--- config.mk ---
export PLATFORM = sky130hd
export DESIGN_NAME = html_doc_streamer
export DESIGN_NICKNAME = d
export VERILOG_FILES = /design/src/rtl/html_doc_streamer_pkg.sv /design/src/rtl/html_doc_streamer_fetch.sv /design/src/rtl/html_doc_streamer.sv
export SDC_FILE = /design/constraint.sdc
export NUM_CORES = 1
export LEC_CHECK = 0
export ABC_AREA = 1
export CELL_PAD_IN_SITES_DETAIL_PLACEMENT = 1
export CELL_PAD_IN_SITES_GLOBAL_PLACEMENT = 2
export CORE_AREA = 2 2 67 117
export CTS_CLUSTER_DIAMETER = 100
export DETAILED_ROUTE_END_ITERATION = 6
export DIE_AREA = 0 0 69 119
export GPL_ROUTABILITY_DRIVEN = 1
export GPL_TIMING_DRIVEN = 0
export PLACE_DENSITY = 0.94
export SYNTH_ARGS = -nofsm -noshare
export SYNTH_HDL_FRONTEND = slang
export SYNTH_SLANG_ARGS = --single-unit
--- constraint.sdc ---
create_clock -name clock -period 2.96 [get_ports clock]
set_clock_uncertainty 0.2 [all_clocks]
set_input_delay 0.444 -clock clock [delete_from_list [all_inputs] [get_ports clock]]
set_output_delay 0.444 -clock clock [all_outputs]
set_load 0.02 [all_outputs]
--- src/rtl/html_doc_streamer_pkg.sv ---
// Shared character constants and FSM encodings for the HTML document streamer.
package html_doc_streamer_pkg;

    localparam int unsigned CHAR_BITES = 8;

    localparam logic [CHAR_BITES-1:0] CH_NUL = 8'h00;
    localparam logic [CHAR_BITES-1:0] CH_TAB = 8'h09;
    localparam logic [CHAR_BITES-1:0] CH_LF  = 8'h0A;
    localparam logic [CHAR_BITES-1:0] CH_CR  = 8'h0D;
    localparam logic [CHAR_BITES-1:0] CH_SP  = 8'h20;

    typedef enum logic [2:0] {
        StIdle,
        StPrime,
        StHold,
        StDrain,
        StDone
    } pres_state_e;

    typedef enum logic [1:0] {
        FetchIdle,
        FetchAddr,
        FetchEval,
        FetchStop
    } fetch_state_e;

    function automatic logic is_space(input logic [CHAR_BITES-1:0] c);
        return (c == CH_SP) || (c == CH_TAB) || (c == CH_LF) || (c == CH_CR);
    endfunction

endpackage

--- src/rtl/html_doc_streamer_fetch.sv ---
// ROM fetch pipeline with whitespace collapse and a one-entry next buffer.
module doc_fetch_unit
    import html_doc_streamer_pkg::*;
#(
    parameter int unsigned ADDR_BITS  = 12,
    parameter int unsigned DOC_LENGTH = 4096
) (
    input  logic                  clock,
    input  logic                  reset,
    input  logic                  restart,
    input  logic                  take,
    input  logic [CHAR_BITES-1:0] rom_data,
    output logic [ADDR_BITS-1:0]  rom_addr,
    output logic                  next_valid,
    output logic [CHAR_BITES-1:0] next_char,
    output logic                  next_is_end
);

    // One extra bit so the address can actually reach DOC_LENGTH.
    localparam int unsigned CntBits = ADDR_BITS + 1;
    localparam logic [CntBits-1:0] DocEnd = CntBits'(DOC_LENGTH);

    fetch_state_e          state_q, state_d;
    logic [CntBits-1:0]    addr_q, addr_d;
    logic                  valid_q, valid_d;
    logic [CHAR_BITES-1:0] char_q, char_d;
    logic                  end_q, end_d;
    logic                  prev_space_q, prev_space_d;

    always_ff @(posedge clock or posedge reset) begin
        if (reset) begin
            state_q      <= FetchIdle;
            addr_q       <= '0;
            valid_q      <= 1'b0;
            char_q       <= '0;
            end_q        <= 1'b0;
            prev_space_q <= 1'b1;
        end else begin
            state_q      <= state_d;
            addr_q       <= addr_d;
            valid_q      <= valid_d;
            char_q       <= char_d;
            end_q        <= end_d;
            prev_space_q <= prev_space_d;
        end
    end

    always_comb begin
        state_d      = state_q;
        addr_d       = addr_q;
        valid_d      = valid_q;
        char_d       = char_q;
        end_d        = end_q;
        prev_space_d = prev_space_q;

        if (take) begin
            valid_d = 1'b0;
        end

        unique case (state_q)
            FetchIdle, FetchStop: state_d = state_q;
            FetchAddr:            state_d = FetchEval;
            FetchEval: begin
                // rom_addr is held steady while stalled, so rom_data stays valid.
                if (!valid_q || take) begin
                    if ((addr_q == DocEnd) || (rom_data == CH_NUL)) begin
                        valid_d = 1'b1;
                        end_d   = 1'b1;
                        state_d = FetchStop;
                    end else if (is_space(rom_data)) begin
                        addr_d  = addr_q + 1'b1;
                        state_d = FetchAddr;
                        if (!prev_space_q) begin
                            valid_d      = 1'b1;
                            end_d        = 1'b0;
                            char_d       = CH_SP;
                            prev_space_d = 1'b1;
                        end
                    end else begin
                        valid_d      = 1'b1;
                        end_d        = 1'b0;
                        char_d       = rom_data;
                        prev_space_d = 1'b0;
                        addr_d       = addr_q + 1'b1;
                        state_d      = FetchAddr;
                    end
                end
            end
            default: state_d = FetchIdle;
        endcase

        if (restart) begin
            state_d      = FetchAddr;
            addr_d       = '0;
            valid_d      = 1'b0;
            end_d        = 1'b0;
            prev_space_d = 1'b1;
        end
    end

    assign rom_addr    = addr_q[ADDR_BITS-1:0];
    assign next_valid  = valid_q;
    assign next_char   = char_q;
    assign next_is_end = end_q;

endmodule

--- src/rtl/html_doc_streamer.sv ---
// Streams a ROM-resident HTML document onto the parser char input with backpressure.
module html_doc_streamer
    import html_doc_streamer_pkg::*;
#(
    parameter int unsigned ADDR_BITS   = 12,
    parameter int unsigned DOC_LENGTH  = 4096,
    parameter int unsigned HOLD_CYCLES = 2
) (
    input  logic                  clock,
    input  logic                  reset,
    input  logic                  start,
    input  logic                  pause,
    output logic [ADDR_BITS-1:0]  rom_addr,
    input  logic [CHAR_BITES-1:0] rom_data,
    output logic [CHAR_BITES-1:0] char,
    output logic                  state_enable,
    output logic                  done
);

    localparam int unsigned HoldW = $clog2(HOLD_CYCLES);
    localparam logic [HoldW-1:0] HoldLast = HoldW'(HOLD_CYCLES - 1);

    pres_state_e           state_q, state_d;
    logic [CHAR_BITES-1:0] char_q, char_d;
    logic                  enable_q, enable_d;
    logic                  done_q, done_d;
    logic [HoldW-1:0]      cnt_q, cnt_d;

    logic                  take;
    logic                  restart;
    logic                  next_valid;
    logic [CHAR_BITES-1:0] next_char;
    logic                  next_is_end;

    doc_fetch_unit #(
        .ADDR_BITS  (ADDR_BITS),
        .DOC_LENGTH (DOC_LENGTH)
    ) u_fetch (
        .clock       (clock),
        .reset       (reset),
        .restart     (restart),
        .take        (take),
        .rom_data    (rom_data),
        .rom_addr    (rom_addr),
        .next_valid  (next_valid),
        .next_char   (next_char),
        .next_is_end (next_is_end)
    );

    always_ff @(posedge clock or posedge reset) begin
        if (reset) begin
            state_q  <= StIdle;
            char_q   <= '0;
            enable_q <= 1'b0;
            done_q   <= 1'b0;
            cnt_q    <= '0;
        end else begin
            state_q  <= state_d;
            char_q   <= char_d;
            enable_q <= enable_d;
            done_q   <= done_d;
            cnt_q    <= cnt_d;
        end
    end

    always_comb begin
        state_d  = state_q;
        char_d   = char_q;
        enable_d = enable_q;
        done_d   = done_q;
        cnt_d    = cnt_q;
        take     = 1'b0;
        restart  = 1'b0;

        unique case (state_q)
            StIdle, StDone: begin
                if (start) begin
                    restart = 1'b1;
                    done_d  = 1'b0;
                    state_d = StPrime;
                end
            end
            StPrime: begin
                if (next_valid) begin
                    take = 1'b1;
                    if (next_is_end) begin
                        state_d = StDrain;
                    end else begin
                        char_d   = next_char;
                        enable_d = 1'b1;
                        cnt_d    = '0;
                        state_d  = StHold;
                    end
                end
            end
            StHold: begin
                // pause only matters once the minimum hold has elapsed.
                if (cnt_q != HoldLast) begin
                    cnt_d = cnt_q + 1'b1;
                end else if (!pause && next_valid) begin
                    take = 1'b1;
                    if (next_is_end) begin
                        state_d = StDrain;
                    end else begin
                        char_d = next_char;
                        cnt_d  = '0;
                    end
                end
            end
            StDrain: begin
                if (!pause) begin
                    enable_d = 1'b0;
                    done_d   = 1'b1;
                    state_d  = StDone;
                end
            end
            default: state_d = StIdle;
        endcase
    end

    assign char         = char_q;
    assign state_enable = enable_q;
    assign done         = done_q;

endmodule

; ---- Word level (Yosys, flattened, before mapping)
; Cells that the tools add are included.
; W data, S select, Z words.
[classes]
add_sub_neg = 2
n_eq_ne = 24
mux = 60
bitwise = 1
reduce_logical = 27
[op_table]
columns = cell, n
row1 = $mux W13, 4
row2 = $mux W8, 6
row3 = $mux W1, 34
row4 = $eq A8 B4 Y1 const B, 3
row5 = $mux W3, 6
row6 = $ne A2 B2 Y1 const B, 8
row7 = $pmux W8 S2, 1
row8 = $add A13 B1 Y13 const B, 1
row9 = $eq A13 B13 Y1 const B, 1
row10 = $pmux W3 S4, 1
row11 = $reduce_and A3 Y1, 4
row12 = $reduce_and A4 Y1, 3
row13 = $reduce_bool A2 Y1, 5
row14 = $eq A8 B6 Y1 const B, 1
row15 = $logic_not A8 Y1, 1
row16 = $pmux W1 S2, 4
row17 = $eq A3 B2 Y1 const B, 2
row18 = $mux W2, 3
row19 = $reduce_and A6 Y1, 1
row20 = $logic_or A1 B1 Y1, 5
row21 = $eq A2 B2 Y1 const B, 2
row22 = $ne A2 B1 Y1 const B, 2
row23 = $ne A4 B4 Y1 const B, 1
row24 = $pmux W2 S2, 1
row25 = other kinds (12), 14
[totals]
register_bits = 40
inputBits = 12
wordCells = 125

; ---- Depth between registers and ports, before layout
; Gate-level depths: netlist (run 1).
[depth]
ltp_word = 12
ltp_mapped = 11
ltp_nobuf = 10

; ---- Hierarchy
; Synthesis (run 1) repeated with hierarchy kept, for this count alone.
[unflattened]
cells_unflattened = 328
area_unflattened_um2 = 2432.3
[by_module_without_submodules]
columns = mod, instances, cells_per_inst, area_per_inst_um2
row1 = doc_fetch_unit, 1, 237, 1715.4
row2 = html_doc_streamer, 1, 91, 716.9

; ---- Least setup slack after synthesis (run 1)
; Ideal clock, no wire load.
[synth_timing]
path_kind = register -> register
start = register u_fetch.addr_q[0]
end = register u_fetch.addr_q[3]
arrival_ns = 1.320
path_slack_ns = 1.323
path_stages_with_launch = 12
synth_period_minus_slack_ns = 1.637
path_cell_list = dfrtp_1 > inv_1 > ha_1 > nand2_1 > nor2_1 > nand2_1 > nand2_2 > nor2_4 > nor2_4 > buf_6 > nand2_1 > nand2_1
[synth_via]
elab_chain_len = 5
[synth_lines]
columns = element, line_no
row1 = start: declaration, html_doc_streamer_fetch.sv:24  ; logic [CntBits-1:0] addr_q, addr_d;
row2 = start signal: assignment, html_doc_streamer_fetch.sv:40  ; addr_q <= addr_d;
row3 = $add A13 B1 Y13, "html_doc_streamer_fetch.sv:71, html_doc_streamer_fetch.sv:84"
row4 = $mux W13, html_doc_streamer_fetch.sv:66  ; if ((addr_q == DocEnd) || (rom_data == CH_NUL)) begin
row5 = $mux W13, html_doc_streamer_fetch.sv:65  ; if (!valid_q || take) begin
row6 = $mux W13, html_doc_streamer_fetch.sv:60  ; unique case (state_q)
row7 = $mux W13, html_doc_streamer_fetch.sv:92  ; if (restart) begin
; Several ways; a longest one is shown, not always the timed one. The select of a mux whose other input is x is not followed.
; A chain may end at the register's enable or synchronous reset.

; ---- Worst setup path in the final report (run 1)
[layout_timing]
start = register u_fetch.addr_q[4]
end = output rom_addr[4]
[layout_lines]
columns = element, line_no
row1 = end: declaration, html_doc_streamer.sv:13  ; output logic [ADDR_BITS-1:0] rom_addr,
; No word-level cell between the ends.

==> implementation parameters, run 1 <==
Parameter                              Value

Routing
  Antenna viol nets, final ... 0
  Routed vias ... 2086
  Routed wire length ... 5760 um
  DRC viols ... 0
  Per-cell via count in the routed design ... 4.73
  Average wire length per cell after detail routing ... 13.1 um
  1st-iter DRT viols ... 99
  Iteration count of the initial detailed-routing pass ... 4

Power
  Switching Share ... 40.2%
  Power density relative to cell area ... 899 nW/um^2
  Logic gate share of total power ... 44.1%
  Clock power frac ... 24.3%
  Leakage dissipation ... 1.43 nW
  Max rail drop VDD ... 0.334 mV
  Overall power ... 2.64 mW
  Pint ... 1.58 mW
  Register share of total power ... 31.6%
  Switch Pwr ... 1.06 mW

Worst setup path
  Worst path required time ... 2.32 ns
  Data arrival time of the worst path ... 1.52 ns
  CP max stage delay ... 0.58 ns
  Endpoint kind of the worst setup timing path ... primary output
  Worst-path cell with the longest stage delay ... sky130_fd_sc_hd__clkdlybuf4s50_1
  Worst Path Class, Setup ... reg2out
  List of cells traversed by the critical path ... buf_4, clkdlybuf4s50_1
  Sort of element at the start of the critical path ... flop
  CP max FO ... 6

CTS
  CTS Root Cell ... sky130_fd_sc_hd__clkbuf_16
  Clock tree from TritonCTS ... done
  Worst-skew pair later-pin latency ... 0.29 ns
  Number of buffers created by CTS ... 5
  Register clock-pin slew on the reported worst setup and hold paths ... 0.06 ns
  Resize count post-CTS ... 0
  Post-CTS Repair Setup Buffers ... 0
  Clock H-tree levels ... 2
  Number of clock sinks ... 40
  Max clock buf depth ... 2
  Hold-fix buffers at CTS ... 0

Placed design
  Weighted congestion reported at the end of routability-driven placement ... 0.817
  Number of input and output port buffers inserted ... 33
  Post-place instance area ... 2770 sq um
  DP Worst Slack ... 0.578 ns
  Total half-perimeter wirelength after legalization and detailed placement ... 4420 um

STA
  Minimum setup slack in the final design ... 0.794 ns
  Max-slew violation total from the final report ... 0
  Peak clock frequency supported by timing ... 462 MHz
  Final total negative setup slack ... 0 ns
  Total count of hold-check failures in the final report ... 0
  Slew at the pin closest to its max-slew limit ... 0.870 ns
  Worst-case headroom to the max-slew limit ... 41.9%
  Post-layout min period ... 2.17 ns
  Final setup viols ... 0
  Period utilization ... 73.2%
  Unrepaired setup endpoints after global routing ... no

Die
  X dimension of the die ... 69 um
  Row count ... 42
  Die Height ... 119 um
  Starting Density ... 31.6%
  Core outline area ... 7360 sq um
  Area of the die ... 8210 sq um
  Top-level port count ... 34

Finish
  Filler Cells Inserted ... 948
  # diodes ... 0
  Post-route cell area ... 2940 sq um
  Post-synthesis to final-layout area growth ... 26.3%
  Most common library cell in the layout ignoring fill and taps ... sky130_fd_sc_hd__nand2_1
  Layout cells sized above 1 ... 12.2%
  Post-layout util ... 39.9%
  Fin nets ... 367
  Highest-count cells in the layout ignoring fill and taps ... sky130_fd_sc_hd__nand2_1 (103), sky130_fd_sc_hd__dfrtp_1 (39), sky130_fd_sc_hd__nor2_1 (36)

GRT
  Sum of overflow across all layers after global routing ... 0
  Pin count of the biggest net entering global routing ... 41
  Global-route wire length before repair ... 10200 um
  Via count of the first global-routing pass ... 2227
  Antenna violations before repair ... 0
  Total routing usage reported by global routing ... 15.5%

Logic synthesis
  Flops & latches, synth ... 40
  Number of distinct standard cells referenced by the synthesized netlist ... 27
  Net count after synthesis ... 327
  Post-synthesis cell count ... 312
  Synthesized area per cell ... 7.46 sq um
  Combined area of all synthesized cells ... 2330 sq um
  Yosys warns ... 0
  Post-synthesis sequential area ratio ... 43.1%

Outcome
  Run status ... finished clean

Flow run
  Maximum Capacitance Violations ... 0

Worst hold path
  Path class of the lowest-slack min-delay path ... reg2reg
==> worst paths after layout <==
path	start	endpoint	slack [ns]	cells past startpoint
worst max-delay path	u_fetch.addr_q[4]	rom_addr[4]	0.79	2
worst min-delay path	u_fetch.prev_space_q	u_fetch.prev_space_q	0.27	2
worst max register to register	u_fetch.addr_q[0]	u_fetch.addr_q[0]	1.05	11
worst min register to register	u_fetch.prev_space_q	u_fetch.prev_space_q	0.27	2
max in group asynchronous	reset	u_fetch.state_q[1]	1.56	2
min in group asynchronous	reset	u_fetch.next_char[5]	0.46	2
==> Yosys cell counts, drive strengths merged <==
| master | n | area (sq um) |
|---|---|---|
| ha | 3 | 37.5 |
| inv | 35 | 131 |
| nor3 | 7 | 46.3 |
| dfrtp | 39 | 976 |
| a21oi | 4 | 20.0 |
| nand2 | 107 | 412 |
| nand4 | 3 | 33.8 |
| nor2 | 40 | 175 |
| xor2 | 7 | 61.3 |
| o21bai | 1 | 7.51 |
| o211ai | 1 | 7.51 |
| dfstp | 1 | 26.3 |
| xnor2 | 2 | 17.5 |
| o21ai | 19 | 106 |
| nand3 | 26 | 140 |
| buf | 17 | 128 |
==> final cells by class <==
class	count	area (sq um)	share of cell area, %
repair buffers	33	330	11.2
well taps	88	110	3.75
plain buffers	17	128	4.34
clock inverters	3	46.3	1.58
multi-input cells	220	1060	36.2
inverters	35	131	4.47
clock buffers	5	125	4.26
flip-flops and latches	40	1000	34.1
==> cells by family after synthesis <==
| kind of cell | Yosys count | synth area share, % |
|---|---|---|
| compound gates | 25 | 6.08 |
| xor+xnor | 9 | 3.39 |
| fa+ha+maj | 3 | 1.61 |
| buf+inv | 52 | 11.1 |
| flops | 40 | 43.1 |
| simple gates | 183 | 34.7 |
==> metrics by stage <==
step,std cells,hold slack (ns)
global route,441,0.291
CTS,441,0.271
global placement,433,0.249
detailed placement,433,0.260
floorplan,312,0.242
finish,441,0.269
==> routing by layer <==
layer	track usage (%)	share of wire [%]	vias to the layer above
li1	-	-	1041
met1	14.8	36	1009
met2	30.6	59	26
met3	2.71	2.3	10
met4	7.60	2.8	0
met5	0	0	-
==> worst max-delay path, delay by kind of cell (launching register included) <==
| kind | cells | cell delay [ns] |
|---|---|---|
| flip-flops | 1 | 0.49 |
| buffers and inverters | 2 | 0.74 |
==> flip-flops by register name, summed over array words and instances, names as in the netlist <==
| signal | cells |
|---|---|
| char | 8 |
| cnt_q | 1 |
| done | 1 |
| state_enable | 1 |
| state_q | 3 |
| u_fetch.addr_q | 13 |
| u_fetch.next_char | 8 |
| u_fetch.next_is_end | 1 |
| u_fetch.next_valid | 1 |
| u_fetch.prev_space_q | 1 |
| u_fetch.state_q | 2 |
==> power groups by stage <==
stage | Combinational, mW | Clock, mW | Sequential (mW)
after CTS | 1.20 | 0.655 | 0.840
after global routing | 1.32 | 0.678 | 0.860
final | 1.16 | 0.643 | 0.835
after floorplan | 0.765 | 0 | 0.893
after detailed placement | 1.19 | 0 | 0.847
after global placement | 1.15 | 0 | 0.840
Power figures use the tool's default switching activity.
==> inputs of run 2 (changes only) <==
Settings changed: CORE_AREA 2 2 67 117 to 2 2 69 120, DIE_AREA 0 0 69 119 to 0 0 71 122, PLACE_DENSITY 0.94 to 0.9.
Clock period 2.96 ns to 2 ns, I/O delays scaled along.
==> implementation parameters, run 2 (synthesized netlist as in run 1, its figures left out) <==
Parameter                              Value

Finish
  Most common library cell in the layout ignoring fill and taps ... sky130_fd_sc_hd__nand2_1
  Sequential standard cell area ... 1010 sq um (+1.0%)
  Fin nets ... 375 (+2.2%)
  Most flops, register ... u_fetch.addr_q
  Post-layout util ... 38.9% (-1.0 points)
  Post-route cell area ... 3040 sq um (+3.4%)
  Filler Cells Inserted ... 960 (+1.3%)
  # diodes ... 0 (unchanged)
  Post-synthesis to final-layout area growth ... 30.6%
  Max FFs per register ... 13 (unchanged)
  Layout cells sized above 1 ... 17.2% (+5.0 points)
  Highest-count cells in the layout ignoring fill and taps ... sky130_fd_sc_hd__nand2_1 (103), sky130_fd_sc_hd__nor2_1 (34), sky130_fd_sc_hd__inv_1 (31), sky130_fd_sc_hd__dfrtp_1 (31), sky130_fd_sc_hd__clkdlybuf4s50_1 (31)
  Multi-input gate area in the final layout ... 1070 sq um (+0.47%)

Placed design
  Total half-perimeter wirelength after legalization and detailed placement ... 4450 um (+0.66%)
  Number of input and output port buffers inserted ... 33 (unchanged)
  Post-place instance area ... 2770 sq um (about the same)
  Weighted congestion reported at the end of routability-driven placement ... 0.837 (+2.4%)

Routing
  Iteration count of the initial detailed-routing pass ... 4 (unchanged)
  Routed vias ... 2106 (+0.96%)
  Per-cell via count in the routed design ... 4.67 (-1.3%)
  Routed wire length ... 6030 um (+4.5%)
  1st-iter DRT viols ... 80 (-19%)
  Antenna viol nets, final ... 0 (unchanged)
  DRC viols ... 0 (unchanged)
  Average wire length per cell after detail routing ... 13.4 um (+2.2%)

CTS
  Register clock-pin slew on the reported worst setup and hold paths ... 0.06 ns (about the same)
  Clock H-tree levels ... 2 (unchanged)
  CTS Root Cell ... sky130_fd_sc_hd__clkbuf_16
  Hold-fix buffers at CTS ... 0 (unchanged)
  Clock tree from TritonCTS ... done
  Max clock buf depth ... 2 (unchanged)
  Worst-skew pair later-pin latency ... 0.28 ns (about the same)
  Number of buffers created by CTS ... 5 (unchanged)
  Number of clock sinks ... 40 (unchanged)

Worst setup path
  CP max stage delay ... 0.59 ns (about the same)
  Endpoint kind of the worst setup timing path ... primary output
  Crit. Startpoint ... u_fetch.addr_q[3]
  List of cells traversed by the critical path ... buf_4, clkdlybuf4s50_1
  Worst Path Class, Setup ... reg2out
  Data arrival time of the worst path ... 1.48 ns (-0.04 ns)
  Worst path required time ... 1.50 ns (-0.82 ns)
  CP max FO ... 6 (unchanged)
  Worst-path cell with the longest stage delay ... sky130_fd_sc_hd__clkdlybuf4s50_1
  Critical R2R Launch ... u_fetch.addr_q[0]
  Sort of element at the start of the critical path ... flop

Power
  Leakage dissipation ... 1.49 nW (+4.1%)
  Power density relative to cell area ... 1340 nW/um^2 (+49%)
  Max rail drop VDD ... 0.465 mV (+39%)

Die
  Core outline area ... 7800 sq um (+6.0%)
  Area of the die ... 8660 sq um (+5.5%)
  Top-level port count ... 34 (unchanged)
  Row count ... 43 (+2.4%)
  X dimension of the die ... 71 um (+2.9%)
  Starting Density ... 29.8% (-1.8 points)
  Die Height ... 122 um (+2.5%)

STA
  Post-layout min period ... 1.98 ns
  Max-slew violation total from the final report ... 0 (unchanged)
  Final setup viols ... 0 (unchanged)
  Slew at the pin closest to its max-slew limit ... 0.851 ns (-0.0193 ns)
  Total count of hold-check failures in the final report ... 0 (unchanged)
  Period utilization ... 99.1%
  Min Hold Slack ... 0.268 ns (-0.000814 ns)
  Peak clock frequency supported by timing ... 505 MHz
  Worst-case headroom to the max-slew limit ... 43.2% (+1.3 points)

GRT
  Via count of the first global-routing pass ... 2294 (+3.0%)
  Total routing usage reported by global routing ... 14.9% (-0.64 points)
  Pin count of the biggest net entering global routing ... 41 (unchanged)
  Antenna violations before repair ... 0 (unchanged)
  Sum of overflow across all layers after global routing ... 0 (unchanged)
  Global-route wire length before repair ... 10300 um (+1.0%)

Outcome
  Run status ... finished clean

Worst hold path
  Path class of the lowest-slack min-delay path ... reg2reg
  HP Start ... u_fetch.prev_space_q

Flow run
  Maximum Capacitance Violations ... 0 (unchanged)
-- run 2: critical path, delay by kind of cell (launching register included) --
| family | cells | cell delay, ns |
|---|---|---|
| flops | 1 | 0.46 |
| buf+inv | 2 | 0.74 |
-- run 2: power breakdown --
part / total, mW / internal [mW] / leakage [nW] / switching (mW)
combinational: 1.90 / 0.789 / 0.907 / 1.11
sequential: 1.24 / 1.08 / 0.505 / 0.157
clock: 0.931 / 0.593 / 0.0804 / 0.338
-- run 2: path summary, 6_finish.rpt --
path	to	slack, ns	cells after the start
setup / recovery	rom_addr[3]	0.02	2
hold / removal	u_fetch.prev_space_q	0.27	2
setup reg to reg	u_fetch.addr_q[12]	0.10	11
hold reg to reg	u_fetch.prev_space_q	0.27	2
max in group asynchronous	u_fetch.addr_q[0]	0.70	2
min in group asynchronous	u_fetch.addr_q[11]	0.32	2
-- run 2: through the flow --
stage / power (mW) / TNS [ns] / cells / setup WS, ns
6_report: 4.07 / 0 / 451 / 0.0185
5_1_grt: 4.41 / -0.0275 / 451 / -0.00866
4_1_cts: 3.97 / 0 / 443 / 0.000459
3_5_place_dp: 3.02 / -3.24 / 435 / -0.240
3_3_place_gp: 2.96 / -18.57 / 435 / -0.404
2_1_floorplan: 2.45 / 0 / 312 / 0.363
-- run 2: area by class of cell --
cell class / count / area share, %
multi-input combinational: 220 / 35.2
timing repair buffer: 41 / 13.4
inverter: 35 / 4.33
tap: 90 / 3.71
buffer: 17 / 4.33
sequential: 40 / 33.3
clock buffer: 5 / 4.12
clock inverter: 3 / 1.52
-- run 2: per-layer routing --
metal	GRT usage [%]	routed length [um]	share of wire [%]	up-vias
li1	-	-	-	1055
met1	15.1	2240	37	1014
met2	29.3	3480	58	29
met3	2.32	167	2.8	8
met4	5.90	147	2.4	0
met5	0	0	0	-
-- run 2: timing repair --
action,CTS,global route
setup buffers,0,7
pin swaps,0,3
gates cloned,0,1
setup endpoints to repair,1,25
resized for setup,1,12
